==> src/rtl/mem_regf.sv <==
// mem_regf -- general-purpose register file for the SXP processor.
//
// Two independent registered read ports (A, B) and one write port (C).
// Storage is duplicated into two identical banks so each read port owns a
// simple dual-port memory (one write, one read): port C writes both banks,
// bank 0 serves port A and bank 1 serves port B.
//
// Ports:
//   clk      in   1      clock, all state updates on the rising edge
//   reset_b  in   1      asynchronous reset, active HIGH (clears qra/qrb only)
//   halt     in   1      pipeline stall: no writes, both outputs hold
//   addra    in   WIDTH  read port A address
//   a_en     in   1      read port A enable
//   addrb    in   WIDTH  read port B address
//   b_en     in   1      read port B enable
//   addrc    in   WIDTH  write port C address
//   wec      in   1      write port C enable
//   dc       in   32     write port C data
//   qra      out  32     read port A data, one cycle latency
//   qrb      out  32     read port B data, one cycle latency
//
// Register contents are never cleared by reset; software initialises them.
// A read of the address being written on the same edge returns the new data.

module mem_regf #(
  parameter int WIDTH = 4,
  parameter int SIZE  = 16
) (
  input  logic             clk,
  input  logic             reset_b,
  input  logic             halt,
  input  logic [WIDTH-1:0] addra,
  input  logic             a_en,
  input  logic [WIDTH-1:0] addrb,
  input  logic             b_en,
  input  logic [WIDTH-1:0] addrc,
  input  logic             wec,
  input  logic [31:0]      dc,
  output logic [31:0]      qra,
  output logic [31:0]      qrb
);

  // Address range check for the write port. When SIZE fills the whole
  // address space every address is valid and no comparator is needed.
  logic wr_in_range;

  generate
    if (SIZE >= (1 << WIDTH)) begin : g_full
      assign wr_in_range = 1'b1;
    end else begin : g_partial
      assign wr_in_range = (32'(addrc) < 32'(SIZE));
    end
  endgenerate

  // A write commits only outside halt and outside reset: a write presented
  // on an edge where reset is asserted is discarded.
  logic wr_ok;
  assign wr_ok = wec && !halt && !reset_b && wr_in_range;

  // One bank plus output register per read port; gi = 0 is port A, 1 is B.
  generate
    for (genvar gi = 0; gi < 2; gi++) begin : g_port
      logic [WIDTH-1:0] rd_addr;
      logic             rd_en;
      logic [31:0]      bank [SIZE];
      logic [31:0]      q_reg;

      assign rd_addr = (gi == 0) ? addra : addrb;
      assign rd_en   = (gi == 0) ? a_en  : b_en;

      // Memory array: no reset so it maps onto block RAM.
      always_ff @(posedge clk) begin
        if (wr_ok) begin
          bank[addrc] <= dc;
        end
      end

      // Registered read with write-first bypass on an address match.
      always_ff @(posedge clk or posedge reset_b) begin
        if (reset_b) begin
          q_reg <= 32'd0;
        end else if (!halt && rd_en) begin
          if (wr_ok && (addrc == rd_addr)) begin
            q_reg <= dc;
          end else begin
            q_reg <= bank[rd_addr];
          end
        end
      end
    end
  endgenerate

  assign qra = g_port[0].q_reg;
  assign qrb = g_port[1].q_reg;

endmodule

==> config.mk <==
export PLATFORM = sky130hd
export DESIGN_NAME = mem_regf
export DESIGN_NICKNAME = d
export VERILOG_FILES = /design/src/rtl/mem_regf.sv
export SDC_FILE = /design/constraint.sdc
export NUM_CORES = 1
export LEC_CHECK = 0
export BUFFER_PORTS_ARGS = -buffer_cell sky130_fd_sc_hd__buf_2
export CAP_MARGIN = 15
export CORE_MARGIN = 10
export CORE_UTILIZATION = 60
export DETAILED_ROUTE_END_ITERATION = 12
export PLACE_DENSITY_LB_ADDON = 0.05
export SETUP_SLACK_MARGIN = 0.3
export SYNTH_ARGS = -nofsm -noshare
export SYNTH_HDL_FRONTEND = slang
export SYNTH_SLANG_ARGS = --single-unit
==> constraint.sdc <==
create_clock -name clk -period 2.6 [get_ports clk]
set_input_delay 0.52 -clock clk [delete_from_list [all_inputs] [get_ports clk]]
set_output_delay 0.52 -clock clk [all_outputs]
set_load 0.005 [all_outputs]
After elaboration in Yosys (flattened, before gate mapping)
Memory sizes are Yosys's and may differ from the RTL's. A register that Yosys moved wholly into a read port is not among the register bits.
Cells that the tools add are included.

operators by class
  mux-type cells = 2
  reductions and logical operators = 6

operators by type and width
  kind               number
  $logic_and 1x1->1  4
  $logic_not 1->1    2
  $mux 1             2

storage, ports and cells
  bits in writable memories = 1024
  register bits = 0
  memories = 2
  input bits = 50

memories
  memory          depth  width  rd ports  clocked after Yosys merged registers in  write ports  line  source
  g_port[0].bank  16     32     1         1                                        1            65    logic [31:0] bank [SIZE];
  g_port[1].bank  16     32     1         1                                        1            65

Longest topological paths before layout
  depth after elaboration = 5
  mapped depth = 7
  mapped depth without buffers = 4

Least setup slack after synthesis
No wires, ideal clock.

  path kind = input port to flip-flop
  from = input halt
  to = memory g_port[1].bank[0][0], enable pin
  path slack = -1.605 ns
  arrival time = 3.744 ns
  stages = 3
  cell sequence = nor3b_1 > or3b_2 > nor3_1

between the ends
  cells in the longest elaborated chain, start to end = 5

RTL lines
  element                          line  source
  from (decl)                      31    input logic halt,
  $logic_not 1->1                  58    assign wr_ok = wec && !halt && !reset_b && wr_in_range;
  $logic_and 1x1->1 (2 in series)  58
  $mux 1                           73    if (wr_ok) begin
  $mux 1 (not written as such)     74    bank[addrc] <= dc;
  to (decl)                        65

Every way passes these cells.

==> flow_metrics.py <==
metrics = {
    "status": {
        "status": "finished clean",
    },
    "cts": {
        "clock_latency_ps": 620,
        "hold_buffers": 0,
        "cts_tree": "built",
        "cts.repair.resized": 0,
        "htree_levels": 2,
        "cts_setup_buffers": 0,
        "numClockSinks": 576,
        "cts-root-buf": "clkbuf_16",
        "cts_made_buffers": 57,
        "clkTransAtPathRegs_ps": 70,
        "clockBufferDepth": 3,
    },
    "finish": {
        "final.fill_count": 2691,
        "num_antenna_cells": 0,
        "final_common_cell": "edfxtp_1",
        "final_cell_mix": "edfxtp_1 (512), mux4_2 (256), a22oi_1 (128), buf_2 (109), nand2_1 (65)",
        "fin_nets": 1526,
        "drive_gt1_frac": 0.391,
        "final_area_um2": 30100,
        "area_delta_synth_final_pct": 16.5,
        "finish.utilization": 0.702,
    },
    "setup_path": {
        "crit_required_ps": 3070,
        "ff2ff_path_depth": 4,
        "timing.rr.start": "g_port[1].bank[9][29]",
        "endpoint_kind": "register",
        "startpoint_type": "primary input",
        "cp.arrival_ps": 2440,
        "reg2reg_to": "qra[29]",
        "worstSetupPathType": "primary input to register",
        "rrSetupSlack_ps": 880,
        "timing.critical_path.from": "addra[3]",
        "cp-endpoint": "qra[20]",
        "crit_fanout": 21,
    },
    "placement": {
        "pre_cts_ws_ps": 124,
        "hpwl_um": 41700,
        "gp_congestion": 0.807,
        "placed_area_um2": 28100,
        "port_buffers": 113,
    },
    "synthesis": {
        "synthSimpleGateAreaFrac": 0.0325,
        "synth_ff_type": "edfxtp_1",
        "synthAdderAreaFrac": 0,
        "synthCells": 1311,
        "synth_edf_count": 512,
        "synth-seq-cells": 576,
        "async_reset_ff_frac": 0.111,
        "ys_seq_area_frac": 0.656,
        "synth-xor-area-share": 0.00271,
        "synth_compound_area_frac": 0.0625,
        "synth.distinct_cells": 25,
        "synth.net_count": 1361,
        "yosysWarnings": 0,
        "avgSynthCellArea_um2": 19.7,
        "synth_top_family_by_area": "multiplexers",
        "synth_mux_area_frac": 0.223,
        "synth_area_um2": 25900,
    },
    "timing": {
        "hold_viol_final": 0,
        "rsz0062_at_grt": "false",
        "slew_violations": 0,
        "worst_pin_slew_ps": 926,
        "period_minus_slack_ps": 1970,
        "hold_slack_ps": 71.8,
        "setup_viol": 0,
        "fin_tns_setup_ps": 0,
        "period_share": 0.756,
        "maxSlewHeadroom": 0.381,
        "fmax_mhz": 508,
        "finClkSkew_ps": 31.4,
        "setup_ws_ps": 633,
    },
    "global_route": {
        "grt_max_degree": 59,
        "grt_use_total": 0.282,
        "overflow": 0,
        "antenna_found_initial": 0,
        "grt_pass1_wl_um": 105000,
        "grt_pass1_vias": 15700,
    },
    "die": {
        "coreArea_um2": 42900,
        "num_rows": 76,
        "die_area_um2": 51800,
        "pin_count": 114,
        "die_w_um": 228,
        "die_h_um": 228,
        "initial_utilization": 0.603,
    },
    "hold_path": {
        "min_path_type": "primary input to async pin",
    },
    "flow_run": {
        "drv_cap": 0,
    },
    "detailed_routing": {
        "wirelength_um": 70600,
        "via_per_inst": 7.12,
        "firstDrtPassIters": 5,
        "wl_per_cell_um": 33.5,
        "vias": 15000,
        "drtIter0Drc": 1665,
        "detail-route-antenna-nets": 0,
        "drc_errors": 0,
    },
    "pwr": {
        "power.leakage_nw": 10.3,
        "ir_drop_mv": 0.673,
        "power_density_nw_per_um2": 701,
    },
}
[synth_stat cells, drive strengths merged, types with 2 or more instances]
cell type    n  area (µm²)
nor3         4        20.0
nand3b       2        15.0
a22oi      128         961
clkbuf      57         214
xor2         8        70.1
mux4       256        5770
and2         2        12.5
edfxtp     512       15400
a21boi       2        15.0
nor2        14        52.6
and3         2        12.5
nor2b       70         438
nand2b       2        12.5
nand2       65         244
dfrtp       64        1600
buf         53         375
a221o       64         641
nor4         2        12.5
[worst min path at each step]
stage,startpoint,to,slack [ps],cells past startpoint
2_1_floorplan,qra[0],qra[0],590,2
3_5_place_dp,qrb[15],qrb[15],580,2
6_report,reset_b,qrb[1],70,2
4_1_cts,reset_b,qrb[1],70,2
3_3_place_gp,qrb[11],qrb[11],590,2
5_1_grt,reset_b,qrb[1],110,2
[metrics by stage]
step | power, mW | cells
6_report | 21.1 | 2109
2_1_floorplan | 11.7 | 1311
3_5_place_dp | 12.5 | 2002
3_3_place_gp | 12.5 | 2002
5_1_grt | 21.7 | 2109
4_1_cts | 21.2 | 2109
[critical path, cell delays in order]
cell and delay [ps]:
buf_6 260, xor2_1 110, nor4_1 580, a21boi_4 340
buf_12 270, a221o_1 320
[area by class of cell]
cell class                 instances  area (µm²)  area share
inverter                           1        5.00    0.000166
timing repair buffer             216        1880      0.0623
sequential                       576       17000       0.564
multi-input combinational        624        8530       0.283
clock inverter                    29         417      0.0138
tap                              585         732      0.0243
clock buffer                      78        1590      0.0526
[layer usage]
metal  GRT usage  routed length, µm  share of wire
met1       0.399              26600           0.38
met3      0.0630               7980           0.11
met2       0.435              34000           0.48
met5           0                  0              0
met4      0.0909               2080          0.029
[power by group]
group | total (mW) | switching [mW] | internal [mW]
clock network | 8.78 | 3.51 | 5.26
logic | 1.91 | 1.02 | 0.896
registers | 10.4 | 0.128 | 10.3
[flip-flops by register name, indices dropped and copies added (netlist names)]
| name | flops |
|---|---|
| g_port.bank | 512 |
| qrb | 32 |
| qra | 32 |
[cells by family (layout without fill, tap and decap cells)]
logic type | after synthesis | in the layout
multiplexers | 256 | 256
XOR/XNOR | 8 | 8
AND/OR/NAND/NOR | 166 | 166
AO/OA/AOI/OAI | 194 | 194
flip-flops | 576 | 576
buffers and inverters | 111 | 324
No activity file was read; power rests on OpenSTA's default activity.
